===== src/rtl/uart_rx_os.sv =====
// Oversampling UART receive engine: 8N1 or 8-parity-1 frames sampled at mid-bit,
// one byte per frame with ready pulse, parity and framing status.
module uart_rx_os #(
   parameter int OS         = 16,
   parameter int PARITY_EN  = 1,
   parameter int PARITY_ODD = 0
) (
   input  logic       clk,
   input  logic       rst,
   input  logic       tick,
   input  logic       rx,
   output logic [7:0] d,
   output logic       dr,
   output logic       pb,
   output logic       perr,
   output logic       ferr
);

   localparam int CW = $clog2(OS);
   localparam logic [CW-1:0] HALF = CW'(OS / 2 - 1);
   localparam logic [CW-1:0] LAST = CW'(OS - 1);
   localparam logic PE = (PARITY_EN != 0);
   localparam logic PO = (PARITY_ODD != 0);

   typedef enum logic [2:0] {
      IDLE,
      START,
      DATA,
      PARITY,
      STOP,
      BREAK
   } state_t;

   state_t          state;
   logic [CW-1:0]   cnt;
   logic [2:0]      bi;
   logic [7:0]      sh;
   logic            par;
   logic            s1;
   logic            rxs;
   logic            pbit;

   assign pbit = PE & par;

   always_ff @(posedge clk) begin
      if (rst) begin
         state <= IDLE;
         cnt   <= '0;
         bi    <= '0;
         sh    <= '0;
         par   <= 1'b0;
         s1    <= 1'b1;
         rxs   <= 1'b1;
         d     <= '0;
         dr    <= 1'b0;
         pb    <= 1'b0;
         perr  <= 1'b0;
         ferr  <= 1'b0;
      end else begin
         s1  <= rx;
         rxs <= s1;
         dr  <= 1'b0;
         unique case (state)
            IDLE: begin
               if (!rxs) begin
                  state <= START;
                  cnt   <= '0;
               end
            end
            START: begin
               if (tick) begin
                  if (cnt == HALF) begin
                     cnt   <= '0;
                     bi    <= '0;
                     // a glitch that is gone by mid start bit is ignored
                     state <= rxs ? IDLE : DATA;
                  end else begin
                     cnt <= cnt + 1'b1;
                  end
               end
            end
            DATA: begin
               if (tick) begin
                  if (cnt == LAST) begin
                     sh[bi] <= rxs;
                     cnt    <= '0;
                     bi     <= bi + 3'd1;
                     if (bi == 3'd7)
                        state <= PE ? PARITY : STOP;
                  end else begin
                     cnt <= cnt + 1'b1;
                  end
               end
            end
            PARITY: begin
               if (tick) begin
                  if (cnt == LAST) begin
                     par   <= rxs;
                     cnt   <= '0;
                     state <= STOP;
                  end else begin
                     cnt <= cnt + 1'b1;
                  end
               end
            end
            STOP: begin
               if (tick) begin
                  if (cnt == LAST) begin
                     d     <= sh;
                     pb    <= pbit;
                     perr  <= PE & ((^{sh, pbit}) != PO);
                     ferr  <= ~rxs;
                     dr    <= 1'b1;
                     cnt   <= '0;
                     // a low stop bit is a break: wait for the line to idle
                     state <= rxs ? IDLE : BREAK;
                  end else begin
                     cnt <= cnt + 1'b1;
                  end
               end
            end
            BREAK: begin
               if (rxs)
                  state <= IDLE;
            end
            default: state <= IDLE;
         endcase
      end
   end

endmodule


===== config.mk =====
export PLATFORM = sky130hd
export DESIGN_NAME = uart_rx_os
export DESIGN_NICKNAME = d
export VERILOG_FILES = /design/src/rtl/uart_rx_os.sv
export SDC_FILE = /design/constraint.sdc
export NUM_CORES = 1
export LEC_CHECK = 0
export ABC_AREA = 1
export CAP_MARGIN = 30
export CELL_PAD_IN_SITES_DETAIL_PLACEMENT = 1
export CELL_PAD_IN_SITES_GLOBAL_PLACEMENT = 1
export CORE_ASPECT_RATIO = 0.6
export CORE_MARGIN = 2
export CORE_UTILIZATION = 36
export DETAILED_ROUTE_END_ITERATION = 6
export PLACE_DENSITY = 0.84
export SYNTH_ARGS = -nofsm -noshare
export SYNTH_HDL_FRONTEND = slang
export SYNTH_SLANG_ARGS = --single-unit
export TNS_END_PERCENT = 50

===== constraint.sdc =====
create_clock -name clk -period 1.35 [get_ports clk]
set_input_delay 0.2025 -clock clk [delete_from_list [all_inputs] [get_ports clk]]
set_output_delay 0.2025 -clock clk [all_outputs]
set_load 0.02 [all_outputs]

==> run metrics, run 1 <==
status=complete, but fails checks; violated checks=setup timing; Worst Hold Class=reg2reg; hold_buf cts=0; Num Clock Sinks=33; CP bufs+invs=1; Synth Instances=252; vias per cell=5.23; fmax=0.673 GHz; Synth area leader=dfxtp_1; Slew headroom=72.2%; I/O pin cnt=16; crit path DAT=about 1.7 ns; multi-input logic area=1040 sq um; WL final=6210 um; most frequent CP cell=nor2_4; Peak supply drop=1.26 mV; Cell Chain, Critical Path=nor2_4 -> nand2_4 -> inv_2 -> nand2_2 -> nor2_4 -> nand2_1 -> o21ai_2 -> nor2_1; Horiz. Die Dim=between 90 and 100 um; Remaining Overflow, GRT=0; # placed instances=350; initial core utilization=37.4%; post-synthesis net count=259; fin crit share=110%; MaxCap Viol Count=0; Max clock buf depth=2; most common cell after layout, fill and taps aside=nand2_1; WL per Instance=17.1 um; std cell rows=19; share of the synthesized area in the top cell type=38.7%; hpwl dp=3850 um; final hold vios=0; TritonCTS Buffers=5; share of cells above drive strength 1=between 30 and 40%; number of diodes=0; initial drt markers=88; Core ar.=4560 sq um; CTS root buf=clkbuf_8; worst-path maximum fanout=6; vias in the first global route=1,829; Static Leakage=~1.1 nW; area grow syn2layout=40.1%; Worst-path clk slew=0.08 ns; Seq/Total Area, Yosys=38.7%; CP Data Required Time=1.54 ns; Worst path max stage delay=0.38 ns; worst setup path class=reg2reg; Synth area leaders=dfxtp_1 (39%), nand2_1 (13%), a21oi_1 (6.7%); Routed Antenna Nets=0; Reg area=a little under 700 sq um; setup ws final=-0.137 ns; slowest CP cell=dfxtp_4; router iterations before antenna repair=4; met2 routed WL=3000 um; Top delay family on crit path=simple AND/OR/NAND/NOR gates; pwr dens=1670 nW/um^2; YS warnings=0; RSZ-0062 raised after global routing=yes; transition time of the tightest slew-check pin=0.416 ns; Vias=1,893; largest net degree at the start of global routing=19; gpl congestion=0.788; Tot Pwr=4.00 mW; DRT met1 WL=2840 um; Setup WS pre-CTS=-0.351 ns; Period minus WS final=1.49 ns; Nets=a little over 300; critical path capture point type=flop; Final Skew=around 0.011 ns; # setup viols final=8; Post-route DRC=0; fillers=between 500 and 600; first-pass GRT wire length=9140 um; CTS HTree Levels=2; syn_area_per_cell=6.78 sq um; crit start category=flop; Yosys cell types=28; Synth Cell Area=1710 sq um; DR top layer=met4; port buffer count=15; #FFs+latches synth=33; die area=about 5300 sq um; WL met3=258 um; Die Span Y=between 50 and 60 um; Final Max Tran Viols=0; Non-Filler Instances=362; commonest non-fill, non-tap cells in the layout=nand2_1 (54), dfxtp_1 (28), buf_4 (26); Clock Latency Late Sink=0.30 ns; GRT Resource Usage Total=between 20% and 30%; initial antenna violation count=0; CTS tree=built
logic make-up (layout without fill, tap and decap cells):
group,after synthesis,count (layout),share of synthesized area [%]
AND/OR/NAND/NOR,135,135,36.1
AO/OA/AOI/OAI,42,42,12.5
buffers and inverters,36,83,9.00
flip-flops,33,33,38.7
adder cells (fa/ha/maj),3,3,2.20
XOR/XNOR,3,3,1.54
through the flow:
stage          utilization [%]  area, sq um  TNS, ns  hold slack (ns)
2_1_floorplan                -         1730        0            0.264
3_3_place_gp              46.5         2120    -6.69            0.402
3_5_place_dp              46.5         2120    -8.47            0.403
4_1_cts                   49.8         2270  -0.0418            0.422
5_1_grt                   52.5         2390    -1.35            0.440
6_report                  52.5         2390   -0.392            0.419
where the power goes:
group	switching [mW]	internal [mW]
Combinational	1.19	0.728
Sequential	0.141	1.08
Clock	0.391	0.461
state kept, by name (all words and copies together) (netlist names):
register,count
cnt,4
pb,1
bi,3
d,8
rxs,1
ferr,1
perr,1
s1,1
state,3
par,1
sh,8
dr,1
synthesized netlist by cell type, drive strengths merged:
cell	instances
a21oi	23
nor3	3
nand3b	1
clkinv	2
and2	1
xor2	2
xnor2	1
dfxtp	33
ha	3
nand2	64
nand3	24
nand4	4
buf	3
nor4	1
o21ai	19
clkbuf	1
inv	30
or2	2
nor2	35
layer usage:
layer / vias to the layer above / global-route usage (%)
met5: - / 0
met4: 0 / 7.77
met3: 14 / 6.21
met2: 45 / 37.5
met1: 931 / 28.5
li1: 903 / -
cell type report:
class	count	area share [%]
multi-input cells	183	43.6
flip-flops and latches	33	28.2
repair buffers	43	15.1
inverters	32	5.59
clock buffers	7	4.02
well taps	63	3.29
clock inverters	1	0.209
worst paths after layout:
path | startpoint | depth (start not counted) | to | slack (ns)
max | state[2]$_SDFFE_PP0P_ | 8 | sh[5]$_SDFFE_PP0P_ | -0.14
min | s1$_SDFF_PP1_ | 1 | rxs$_SDFF_PP1_ | 0.42
min reg2reg | s1$_SDFF_PP1_ | 1 | rxs$_SDFF_PP1_ | 0.42
max reg2reg | state[2]$_SDFFE_PP0P_ | 8 | sh[5]$_SDFFE_PP0P_ | -0.14
repair_timing:
item / CTS / global route
pin swaps: 5 / 10
setup buffers: 1 / 3
resized for setup: 28 / 36
setup endpoints to repair: 42 / 30
Note: power is estimated with default switching activity, not from simulation.
==> run 2: changes to the inputs <==
--- a/config.mk
+++ b/config.mk
@@ -11,9 +11,9 @@
 export CELL_PAD_IN_SITES_GLOBAL_PLACEMENT = 1
 export CORE_ASPECT_RATIO = 0.6
 export CORE_MARGIN = 2
-export CORE_UTILIZATION = 36
+export CORE_UTILIZATION = 40
 export DETAILED_ROUTE_END_ITERATION = 6
-export PLACE_DENSITY = 0.84
+export PLACE_DENSITY = 0.88
 export SYNTH_ARGS = -nofsm -noshare
 export SYNTH_HDL_FRONTEND = slang
 export SYNTH_SLANG_ARGS = --single-unit
==> constraint.sdc (replaced) <==
create_clock -name clk -period 1.6 [get_ports clk]
set_input_delay 0.24 -clock clk [delete_from_list [all_inputs] [get_ports clk]]
set_output_delay 0.24 -clock clk [all_outputs]
set_load 0.02 [all_outputs]
==> run metrics, run 2 (same netlist as run 1, synthesis figures left out) <==
Routed Antenna Nets=0; Post-CTS Setup Inserts=0; Final Skew=about 0.0074 ns; hpwl dp=3500 um; vias in the first global route=1,582; GRT Resource Usage Total=a little over a fifth; share of cells above drive strength 1=14.4%; largest net degree at the start of global routing=19; crit path DAT=approximately 1.3 ns; Post-route DRC=0; Slew headroom=74.6%; initial antenna violation count=0; RSZ-0062 raised after global routing=no; pwr dens=1440 nW/um^2; router iterations before antenna repair=4; I/O pin cnt=16; # placed instances=~330; worst-path maximum fanout=2; Remaining Overflow, GRT=0; fmax=0.666 GHz; Die Span Y=54.6 um; final hold vios=0; transition time of the tightest slew-check pin=0.380 ns; setup ws final=0.0996 ns; Top delay family on crit path=buffers and inverters; CTS HTree Levels=2; Setup WS pre-CTS=-0.0165 ns; worst setup path class=reg2out; die area=4830 sq um; CP Data Required Time=1.36 ns; Worst-path clk slew=0.07 ns; commonest non-fill, non-tap cells in the layout=nand2_1 (59), dfxtp_1 (30), nor2_1 (28); gpl congestion=~0.88; TritonCTS Buffers=5; multi-input logic area=910 sq um; MaxCap Viol Count=0; fillers=556; initial core utilization=between 40% and 50%; most common cell after layout, fill and taps aside=nand2_1; crit start category=flop; Peak supply drop=0.793 mV; initial drt markers=between 90 and 100; Core ar.=a little over 4000 sq um; CTS root buf=clkbuf_8; Worst path max stage delay=0.63 ns; port buffer count=15; number of diodes=0; Max clock buf depth=2; CP bufs+invs=1; Vias=1,695; vias per cell=5.03; WL final=4860 um; area grow syn2layout=22.9%; Worst Hold Class=reg2reg; Cell Chain, Critical Path=clkdlybuf4s50_1; Nets=about 280; critical path capture point type=primary output; Num Clock Sinks=33; Final Max Tran Viols=0; CTS tree=built; post-layout util=51.3%; slowest CP cell=clkdlybuf4s50_1; Period minus WS final=1.50 ns; first-pass GRT wire length=roughly 7800 um; worst reg-to-reg setup slack=approximately 0.11 ns; WL per Instance=approximately 14 um; std cell rows=18; Horiz. Die Dim=88.4 um; Static Leakage=0.917 nW; Largest regs=d (8), sh (8), cnt (4); Non-Filler Instances=between 300 and 400; status=complete, no violations; Clock Latency Late Sink=0.29 ns; # setup viols final=0; Reg area=around 660 sq um; fin crit share=93.8%
[run 2: final timing paths]
| check | start | to | cells after the start |
|---|---|---|---|
| max | d[3]$_SDFFE_PP0P_ | d[3] | 1 |
| min | s1$_SDFF_PP1_ | rxs$_SDFF_PP1_ | 1 |
| max reg2reg | state[2]$_SDFFE_PP0P_ | sh[6]$_SDFFE_PP0P_ | 7 |
| min reg2reg | s1$_SDFF_PP1_ | rxs$_SDFF_PP1_ | 1 |
[run 2: where the power goes]
group	total (mW)	leakage, nW	internal (mW)	switching [mW]
clock	0.949	0.0681	0.619	0.330
sequential	1.05	0.268	0.901	0.144
combinational	1.04	0.580	0.336	0.700
[run 2: timing repair]
action / in CTS / in global routing
hold buffers: 0 / 0
gates resized for setup: 0 / 6
setup endpoints to repair: 0 / 14
[run 2: layout make-up]
| cell class | instances | area share, % |
|---|---|---|
| Inverter | 32 | 5.84 |
| Clock buffer | 5 | 3.28 |
| Tap cell | 60 | 3.57 |
| Timing Repair Buffer | 21 | 9.29 |
| Multi-Input combinational cell | 183 | 43.3 |
| Clock inverter | 3 | 3.10 |
| Sequential cell | 33 | 31.6 |
[run 2: stage by stage]
stage	cell area, sq um	TNS [ns]	hold WS (ns)	power (mW)
after detailed placement	1950	-0.0401	0.424	2.04
after floorplan	1710	0	0.309	1.80
after CTS	2080	0	0.438	3.00
final	2100	0	0.442	3.03
after global routing	2100	0	0.469	3.24
after global placement	1950	0	0.418	2.00
[run 2: layer usage]
| metal | vias to the layer above | global-route usage (%) | share of wire (%) | wire [um] |
|---|---|---|---|---|
| met5 | - | 0 | 0 | 0 |
| met4 | 0 | 5.05 | 0.74 | 36 |
| met3 | 5 | 5.43 | 4.3 | 209 |
| met2 | 28 | 33.8 | 43 | 2090 |
| met1 | 799 | 31.0 | 52 | 2530 |
| li1 | 863 | - | - | - |
